--- config.mk ---
export PLATFORM = sky130hd
export DESIGN_NAME = frame_seq_ctrl_flat
export DESIGN_NICKNAME = d
export VERILOG_FILES = /design/src/rtl/frame_seq_ctrl_if.sv /design/src/rtl/frame_seq_ctrl.sv /design/src/flat_wrapper.sv
export SDC_FILE = /design/constraint.sdc
export NUM_CORES = 1
export LEC_CHECK = 0
export CORE_MARGIN = 1.5
export CORE_UTILIZATION = 45
export CTS_BUF_LIST = sky130_fd_sc_hd__clkbuf_4
export CTS_CLUSTER_DIAMETER = 120
export DETAILED_ROUTE_END_ITERATION = 8
export PLACE_DENSITY_LB_ADDON = 0.15
export RECOVER_POWER = 100
export SETUP_SLACK_MARGIN = 0.4
export SLEW_MARGIN = 10
export SYNTH_ARGS = -nofsm -noshare
export SYNTH_HDL_FRONTEND = slang
export SYNTH_SLANG_ARGS = --single-unit
--- constraint.sdc ---
create_clock -name clk -period 2.75 [get_ports clk]
set_input_delay 0.275 -clock clk [delete_from_list [all_inputs] [get_ports clk]]
set_output_delay 0.275 -clock clk [all_outputs]
set_load 0.01 [all_outputs]
--- src/rtl/frame_seq_ctrl_if.sv ---
// Stream and core-monitor signals for the frame sequencer.
// The slave modport is the sequencer's view: it accepts the upstream
// pixel stream, forwards it to the core, and watches the core output.
// The master modport is the surrounding environment's view.
interface frame_seq_ctrl_if;
    logic [7:0] s_data;
    logic       s_valid;
    logic       s_last;
    logic       s_ready;
    logic [7:0] m_data;
    logic       m_valid;
    logic       m_last;
    logic       m_ready;
    logic       core_out_valid;
    logic       core_out_ready;
    logic       core_out_last;

    modport master (
        output s_data, s_valid, s_last, m_ready,
        output core_out_valid, core_out_ready, core_out_last,
        input  s_ready, m_data, m_valid, m_last
    );

    modport slave (
        input  s_data, s_valid, s_last, m_ready,
        input  core_out_valid, core_out_ready, core_out_last,
        output s_ready, m_data, m_valid, m_last
    );
endinterface

--- src/rtl/frame_seq_ctrl.sv ---
// Frame-level sequencer: gates the pixel stream one frame at a time,
// generates the frame-end last, applies shadowed coefficients/thresholds
// only between frames, and waits for the core's output last (with a
// timeout) before reporting frame completion.
module frame_seq_ctrl #(
    parameter int IMG_W         = 1024,
    parameter int IMG_H         = 1025,
    parameter int DRAIN_TIMEOUT = 65536,
    parameter int FCNT_W        = 16
) (
    input  logic              clk,
    input  logic              rst_n,
    input  logic              start,
    input  logic              abort,
    input  logic              cfg_wr,
    input  logic [7:0]        cfg_coe_00,
    input  logic [7:0]        cfg_coe_01,
    input  logic [7:0]        cfg_coe_02,
    input  logic [7:0]        cfg_coe_11,
    input  logic [7:0]        cfg_coe_12,
    input  logic [7:0]        cfg_coe_22,
    input  logic [7:0]        cfg_gth,
    input  logic [7:0]        cfg_gtl,
    frame_seq_ctrl_if.slave   bus,
    output logic [7:0]        coe_00_out,
    output logic [7:0]        coe_01_out,
    output logic [7:0]        coe_02_out,
    output logic [7:0]        coe_11_out,
    output logic [7:0]        coe_12_out,
    output logic [7:0]        coe_22_out,
    output logic [7:0]        gth_out,
    output logic [7:0]        gtl_out,
    output logic              busy,
    output logic              cfg_pending,
    output logic              frame_done,
    output logic [FCNT_W-1:0] frame_cnt,
    output logic              err_short,
    output logic              err_long,
    output logic              err_timeout,
    output logic              cfg_err
);

    localparam int COL_W = (IMG_W > 1) ? $clog2(IMG_W) : 1;
    localparam int ROW_W = (IMG_H > 1) ? $clog2(IMG_H) : 1;
    localparam int TO_W  = (DRAIN_TIMEOUT > 1) ? $clog2(DRAIN_TIMEOUT) : 1;
    localparam logic [COL_W-1:0] COL_LAST = COL_W'(IMG_W - 1);
    localparam logic [ROW_W-1:0] ROW_LAST = ROW_W'(IMG_H - 1);
    localparam logic [TO_W-1:0]  TO_LAST  = TO_W'(DRAIN_TIMEOUT - 1);

    typedef enum logic [2:0] {IDLE, LOAD, STREAM, DRAIN, DONE} state_t;

    typedef struct packed {
        logic [7:0] coe_00;
        logic [7:0] coe_01;
        logic [7:0] coe_02;
        logic [7:0] coe_11;
        logic [7:0] coe_12;
        logic [7:0] coe_22;
        logic [7:0] gth;
        logic [7:0] gtl;
    } cfg_t;

    localparam cfg_t CFG_RESET = {8'h04, 8'h04, 8'h04, 8'h04, 8'h04, 8'h04, 8'd5, 8'd1};

    state_t           state, state_nxt;
    logic [COL_W-1:0] col;
    logic [ROW_W-1:0] row;
    logic [TO_W-1:0]  to_cnt;
    cfg_t             shadow, active, wr_cfg;
    logic             beat, at_end, core_hs, to_end, load_go, cfg_ok, cfg_bad;

    assign at_end  = (col == COL_LAST) && (row == ROW_LAST);
    assign beat    = (state == STREAM) && bus.s_valid && bus.m_ready;
    assign core_hs = bus.core_out_valid && bus.core_out_ready && bus.core_out_last;
    assign to_end  = (to_cnt == TO_LAST);
    assign load_go = (state == LOAD) && !abort;
    assign cfg_ok  = cfg_wr && (cfg_gth >= cfg_gtl);
    assign cfg_bad = cfg_wr && (cfg_gth < cfg_gtl);
    assign wr_cfg  = {cfg_coe_00, cfg_coe_01, cfg_coe_02, cfg_coe_11,
                      cfg_coe_12, cfg_coe_22, cfg_gth, cfg_gtl};

    assign bus.m_data = bus.s_data;
    assign busy       = (state != IDLE);

    assign coe_00_out = active.coe_00;
    assign coe_01_out = active.coe_01;
    assign coe_02_out = active.coe_02;
    assign coe_11_out = active.coe_11;
    assign coe_12_out = active.coe_12;
    assign coe_22_out = active.coe_22;
    assign gth_out    = active.gth;
    assign gtl_out    = active.gtl;

    // State register.
    // NOTE: sequential state uses non-blocking assignments so every register samples pre-edge values.
    always_ff @(posedge clk or negedge rst_n) begin
        if (!rst_n) state <= IDLE;
        else        state <= state_nxt;
    end

    // Next-state and stream gating; abort overrides every transition.
    always_comb begin
        // NOTE: every output gets a default first so no latch is inferred.
        state_nxt   = state;
        bus.s_ready = 1'b0;
        bus.m_valid = 1'b0;
        bus.m_last  = 1'b0;
        case (state)
            IDLE:   if (start) state_nxt = LOAD;
            LOAD:   state_nxt = STREAM;
            STREAM: begin
                bus.s_ready = bus.m_ready;
                bus.m_valid = bus.s_valid;
                bus.m_last  = bus.s_valid && (at_end || bus.s_last);
                if (beat && (at_end || bus.s_last)) state_nxt = DRAIN;
            end
            DRAIN: begin
                if (core_hs)     state_nxt = DONE;
                else if (to_end) state_nxt = IDLE;
            end
            DONE:    state_nxt = IDLE;
            default: state_nxt = IDLE;
        endcase
        if (abort) state_nxt = IDLE;
    end

    // Column/row beat position and drain timeout counter.
    always_ff @(posedge clk or negedge rst_n) begin
        if (!rst_n) begin
            col    <= '0;
            row    <= '0;
            to_cnt <= '0;
        end else begin
            if (abort || state == LOAD) begin
                col <= '0;
                row <= '0;
            end else if (beat) begin
                if (col == COL_LAST) begin
                    col <= '0;
                    row <= row + ROW_W'(1);
                end else begin
                    col <= col + COL_W'(1);
                end
            end
            if (abort || state != DRAIN) to_cnt <= '0;
            else                          to_cnt <= to_cnt + TO_W'(1);
        end
    end

    // Shadow config accepts validated writes; active copy only moves in LOAD.
    always_ff @(posedge clk or negedge rst_n) begin
        if (!rst_n) begin
            shadow      <= CFG_RESET;
            active      <= CFG_RESET;
            cfg_pending <= 1'b0;
        end else begin
            if (load_go && cfg_pending) active <= shadow;
            if (cfg_ok) begin
                shadow      <= wr_cfg;
                cfg_pending <= 1'b1;
            end else if (load_go) begin
                cfg_pending <= 1'b0;
            end
        end
    end

    // Sticky error flags: a new event wins over the clear at LOAD.
    always_ff @(posedge clk or negedge rst_n) begin
        if (!rst_n) begin
            err_short   <= 1'b0;
            err_long    <= 1'b0;
            err_timeout <= 1'b0;
            cfg_err     <= 1'b0;
        end else begin
            if (beat && bus.s_last && !at_end && !abort) err_short <= 1'b1;
            else if (load_go)                            err_short <= 1'b0;
            if (beat && at_end && !bus.s_last && !abort) err_long <= 1'b1;
            else if (load_go)                            err_long <= 1'b0;
            if (state == DRAIN && !core_hs && to_end && !abort) err_timeout <= 1'b1;
            else if (load_go)                                   err_timeout <= 1'b0;
            if (cfg_bad)      cfg_err <= 1'b1;
            else if (load_go) cfg_err <= 1'b0;
        end
    end

    // Completion pulse and frame counter, suppressed by abort.
    always_ff @(posedge clk or negedge rst_n) begin
        if (!rst_n) begin
            frame_done <= 1'b0;
            frame_cnt  <= '0;
        end else begin
            frame_done <= (state == DONE) && !abort;
            if (state == DONE && !abort) frame_cnt <= frame_cnt + FCNT_W'(1);
        end
    end

endmodule

--- src/flat_wrapper.sv ---
// flat-port wrapper written by rule: the top's interface ports become plain ports
module frame_seq_ctrl_flat 
#(
    parameter int IMG_W         = 1024,
    parameter int IMG_H         = 1025,
    parameter int DRAIN_TIMEOUT = 65536,
    parameter int FCNT_W        = 16
)
  (clk, rst_n, start, abort, cfg_wr, cfg_coe_00, cfg_coe_01, cfg_coe_02, cfg_coe_11, cfg_coe_12, cfg_coe_22, cfg_gth, cfg_gtl, coe_00_out, coe_01_out, coe_02_out, coe_11_out, coe_12_out, coe_22_out, gth_out, gtl_out, busy, cfg_pending, frame_done, frame_cnt, err_short, err_long, err_timeout, cfg_err, bus_s_data, bus_s_valid, bus_s_last, bus_m_ready, bus_core_out_valid, bus_core_out_ready, bus_core_out_last, bus_s_ready, bus_m_data, bus_m_valid, bus_m_last);
  frame_seq_ctrl_if bus_i ();
  input  logic clk;
  input  logic rst_n;
  input  logic start;
  input  logic abort;
  input  logic cfg_wr;
  input  logic [7:0] cfg_coe_00;
  input  logic [7:0] cfg_coe_01;
  input  logic [7:0] cfg_coe_02;
  input  logic [7:0] cfg_coe_11;
  input  logic [7:0] cfg_coe_12;
  input  logic [7:0] cfg_coe_22;
  input  logic [7:0] cfg_gth;
  input  logic [7:0] cfg_gtl;
  output logic [7:0] coe_00_out;
  output logic [7:0] coe_01_out;
  output logic [7:0] coe_02_out;
  output logic [7:0] coe_11_out;
  output logic [7:0] coe_12_out;
  output logic [7:0] coe_22_out;
  output logic [7:0] gth_out;
  output logic [7:0] gtl_out;
  output logic busy;
  output logic cfg_pending;
  output logic frame_done;
  output logic [FCNT_W-1:0] frame_cnt;
  output logic err_short;
  output logic err_long;
  output logic err_timeout;
  output logic cfg_err;
  input wire logic [$bits(bus_i.s_data)-1:0] bus_s_data;
  input wire logic [$bits(bus_i.s_valid)-1:0] bus_s_valid;
  input wire logic [$bits(bus_i.s_last)-1:0] bus_s_last;
  input wire logic [$bits(bus_i.m_ready)-1:0] bus_m_ready;
  input wire logic [$bits(bus_i.core_out_valid)-1:0] bus_core_out_valid;
  input wire logic [$bits(bus_i.core_out_ready)-1:0] bus_core_out_ready;
  input wire logic [$bits(bus_i.core_out_last)-1:0] bus_core_out_last;
  output wire logic [$bits(bus_i.s_ready)-1:0] bus_s_ready;
  output wire logic [$bits(bus_i.m_data)-1:0] bus_m_data;
  output wire logic [$bits(bus_i.m_valid)-1:0] bus_m_valid;
  output wire logic [$bits(bus_i.m_last)-1:0] bus_m_last;
  assign bus_i.s_data = bus_s_data;
  assign bus_i.s_valid = bus_s_valid;
  assign bus_i.s_last = bus_s_last;
  assign bus_i.m_ready = bus_m_ready;
  assign bus_i.core_out_valid = bus_core_out_valid;
  assign bus_i.core_out_ready = bus_core_out_ready;
  assign bus_i.core_out_last = bus_core_out_last;
  assign bus_s_ready = bus_i.s_ready;
  assign bus_m_data = bus_i.m_data;
  assign bus_m_valid = bus_i.m_valid;
  assign bus_m_last = bus_i.m_last;
  frame_seq_ctrl #(.IMG_W(IMG_W), .IMG_H(IMG_H), .DRAIN_TIMEOUT(DRAIN_TIMEOUT), .FCNT_W(FCNT_W)) u_core (.clk(clk), .rst_n(rst_n), .start(start), .abort(abort), .cfg_wr(cfg_wr), .cfg_coe_00(cfg_coe_00), .cfg_coe_01(cfg_coe_01), .cfg_coe_02(cfg_coe_02), .cfg_coe_11(cfg_coe_11), .cfg_coe_12(cfg_coe_12), .cfg_coe_22(cfg_coe_22), .cfg_gth(cfg_gth), .cfg_gtl(cfg_gtl), .bus(bus_i), .coe_00_out(coe_00_out), .coe_01_out(coe_01_out), .coe_02_out(coe_02_out), .coe_11_out(coe_11_out), .coe_12_out(coe_12_out), .coe_22_out(coe_22_out), .gth_out(gth_out), .gtl_out(gtl_out), .busy(busy), .cfg_pending(cfg_pending), .frame_done(frame_done), .frame_cnt(frame_cnt), .err_short(err_short), .err_long(err_long), .err_timeout(err_timeout), .cfg_err(cfg_err));
endmodule
==> run summary <==
## Power
* 4.67 nW — leakage power
* 5.96 mW — internal power summed over all cells
* 786 nW/um^2 — power density relative to cell area
* 28.3% — fraction of power spent switching nets
* 8.31 mW — overall power of the completed layout
* 28.4% — relative contribution of combinational cells to total power
* 507 uV — largest vdd supply drop
* 22.6% — Clk pwr share
* 49.0% — power share of the sequential group
* 2.35 mW — power spent charging and discharging nets

## Die
* 181 — io pins
* 138 um — chip width
* 45.8% — initial core utilization
* 138 um — height of the chip
* 17900 sq um — core region area
* 19000 sq um — Die Outline Area
* 49 — Row Count

## STA
* 14.5 ps — skew final
* 0 — endpoints failing hold
* 29 — Final Max Tran Viols
* true — setup repair after global routing missed its margin
* 1510 ps — measured slew at the worst slew-check pin
* 87.3% — Final Cycle Share
* 2400 ps — min Tclk post-route
* 0 ps — total negative slack
* 0.417 GHz — highest achievable clock rate
* 277 ps — hold slack final
* 0 — number of failing setup endpoints in the final timing report
* -0.782% — worst rel slew slack

## Worst setup path
* 2130 ps — signal arrival time at the worst endpoint
* flop to output port — Worst Path Class, Setup
* ha_1 -> nand4_1 -> nor3_1 -> a31oi_2 -> nor2_2 -> buf_2 — cell breakdown of the critical path
* sky130_fd_sc_hd__dfrtp_2 — slowest stage cell, crit path
* flop — startpoint class of the critical path
* output port — CP endpoint kind
* 2480 ps — required time worst endpoint
* 410 ps — CP peak stage delay
* 3 — largest fanout of any net on the critical path

## GRT
* 28.9 mm — first-pass GRT wire length
* 32.3% — global-route met2 utilization
* 0 — leftover overflow at the end of global routing
* 19.6% — total global routing track utilization
* 5795 — number of global-route vias before repair
* 1 — number of antenna violations at the first check in global routing
* met2 — busiest metal layer after global routing
* 23.8% — met1 demand-to-capacity share in global routing
* 90 — maximum number of pins on one net before global-route repair
* 7.13% — met3 track demand over resource

## Placed design
* 12.4 mm — final HPWL from detailed placement
* 164 — I/O Buffers
* 0.793 — placer congestion estimate

## Flow run
* 1 — MaxCap Viol Count

## Detailed routing
* 5612 — Via Count
* 17.2 um — wire length per cell after detailed routing
* 18.1 mm — routed wire length
* 0 — post-detailed-route DRC marker count
* 0 — post-route ant nets
* 5.33 — Vias/cell
* 310 — starting DRC count in detailed routing
* 4 — detailed-routing iteration count for the pre-antenna-repair pass

## Yosys
* 8200 sq um — area of the mapped netlist
* 100% — share of synthesized registers carrying an async set or reset
* 190 — flip-flop and latch count after synthesis
* 725 — synthesized netlist net count
* 13.0 sq um — Avg Inst Size Synth
* 629 — Mapped Cells
* 58.3% — sequential cell area fraction in the yosys report
* sky130_fd_sc_hd__dfrtp_1 — primary flip-flop cell chosen by synthesis mapping
* 50 — library cells used by synthesis
* 0 — total number of yosys warnings
* 0 — number of synthesized flops with an enable pin

## Clock tree
* 2 — maximum clock path buffer count
* built — TritonCTS clock tree
* 160 ps — clk slew on worst S/H paths
* 17 — number of CTS-inserted buffers
* 190 — number of clock sinks seen by CTS
* sky130_fd_sc_hd__clkbuf_4 — clk root buf
* 4 — H-tree depth
* 580 ps — Clk Latency, worst-skew pair

## Finish
* 169 x sky130_fd_sc_hd__dfrtp_1, 129 x sky130_fd_sc_hd__mux2_2, 89 x sky130_fd_sc_hd__dlygate4sd3_1, 72 x sky130_fd_sc_hd__clkdlybuf4s50_1, 30 x sky130_fd_sc_hd__nand3_1 — commonest cells after routing, fill and taps aside
* 906 — nets@finish
* 25.5% — share of post-route cells with drive strength above 1
* 1493 — Filler Cells Inserted
* sky130_fd_sc_hd__dfrtp_1 — most frequent standard cell in the layout excluding fill and tap cells
* 29.0% — Area Growth Syn to Fin

## Outcome
* capacitance limit, slew limit — failing checks
* complete, but fails checks — outcome

## Worst hold path
* input port to flop — path type of the worst min-delay path

-- critical path: cells and delay by family, from the launching register on --
kind	cells	cell delay, ps
buffers and inverters	1	140
adders and majority gates	1	200
AOI/OAI and AO/OA	1	170
DFF	1	410
and+or+nand+nor	3	620
-- power by group through the flow --
stage	Sequential, mW	Clock (mW)	Combinational (mW)
2_1_floorplan	4.29	0	0.950
3_3_place_gp	4.12	0	2.49
3_5_place_dp	4.16	0	2.55
4_1_cts	4.10	1.94	2.57
5_1_grt	4.18	2.07	2.55
6_report	4.07	1.88	2.36
-- worst paths after layout --
| kind | cells after the start | startpoint | slack, ps | to |
|---|---|---|---|---|
| min reg2reg | 1 | u_core.frame_cnt[15] | 470 | u_core.frame_cnt[15] |
| max | 6 | u_core.col[0] | 350 | bus_m_last |
| min | 3 | bus_core_out_ready | 280 | u_core.state[2] |
| max in group asynchronous | 3 | rst_n | 560 | u_core.shadow[56] |
| min in group asynchronous | 2 | rst_n | 310 | u_core.col[6] |
| max reg2reg | 6 | u_core.state[1] | 470 | u_core.frame_cnt[15] |
-- state kept, by name, summed over array words and instances, names as in the netlist, 3 cells and up --
signal             cells
u_core.to_cnt         16
u_core.shadow         64
u_core.state           3
u_core.gth_out         8
u_core.col            10
u_core.coe_11_out      8
u_core.gtl_out         8
u_core.coe_01_out      8
u_core.coe_00_out      8
u_core.coe_12_out      8
u_core.frame_cnt      16
u_core.coe_22_out      8
u_core.coe_02_out      8
u_core.row            11
-- per-layer routing --
layer | part of all wire [%] | vias up
li1 | - | 2615
met1 | 42 | 2842
met2 | 50 | 134
met3 | 7.1 | 21
met4 | 1.2 | 0
met5 | 0 | -
-- final cells by class --
class	count	area, sq um	area share, %
sequential	190	4780	45.2
multi-input combinational	386	3180	30.1
timing repair buffer	195	1880	17.7
tap	229	287	2.71
clock inverter	15	245	2.32
clock buffer	17	128	1.21
inverter	20	75.1	0.710
antenna	1	2.50	0.0237
-- cell usage after synthesis, drive strengths merged, types with 2 or more instances --
master	n	area share, %
buf	15	1.3
nand4	18	1.4
or2	2	0.15
nand3b	3	0.27
nand2b	4	0.31
xor2	19	2.0
mux2i	6	0.73
dfrtp	172	53
inv	19	0.87
a21o	2	0.18
nand2	28	1.3
and2	4	0.31
nor2b	2	0.15
clkbuf	18	0.82
o21bai	2	0.18
a2111oi	2	0.21
nor2	24	1.1
o31ai	5	0.46
nor4bb	2	0.24
and4	9	0.96
nand3	30	1.8
and3	5	0.38
a211oi	2	0.18
o211ai	9	0.82
or4	11	1.1
dfstp	18	5.8
or3	3	0.23
nand4b	2	0.21
nor3	6	0.37
nor4	4	0.31
xnor2	11	1.2
ha	13	2.0
mux2	129	18
a21oi	11	0.67
o21ai	7	0.43
-- stage by stage --
| step | instances | utilization [%] | instance area [sq um] | setup slack (ps) |
|---|---|---|---|---|
| floorplan | 629 | - | 8200 | 562 |
| global placement | 1006 | 56.7 | 10100 | 132 |
| detailed placement | 1006 | 56.7 | 10100 | 65.1 |
| CTS | 1043 | 59.1 | 10600 | 398 |
| global route | 1053 | 59.1 | 10600 | 187 |
| finish | 1053 | 59.1 | 10600 | 349 |
-- kinds of logic (layout without fill, tap and decap cells) --
family | count (synthesis) | count (layout) | share of synthesized area, %
DFF | 190 | 190 | 58.3
and+or+nand+nor | 160 | 160 | 11.1
muxes | 135 | 135 | 18.5
buffers and inverters | 53 | 247 | 3.01
AOI/OAI and AO/OA | 48 | 48 | 4.00
xor gates and xnor gates | 30 | 30 | 3.21
adders and majority gates | 13 | 13 | 1.98
other | 0 | 1 | 0
-- timing repair --
action | 4_1_cts | 5_1_grt
hold buffers | 1 | 0
pin swaps | 2 | 3
gates cloned | 0 | 0
endpoints found under the setup margin | 3 | 2
hold endpoints to repair | 82 | 0
buffers inserted | 4 | 9
gates resized for setup | 11 | 7
Note: power is estimated with default switching activity, not from simulation.
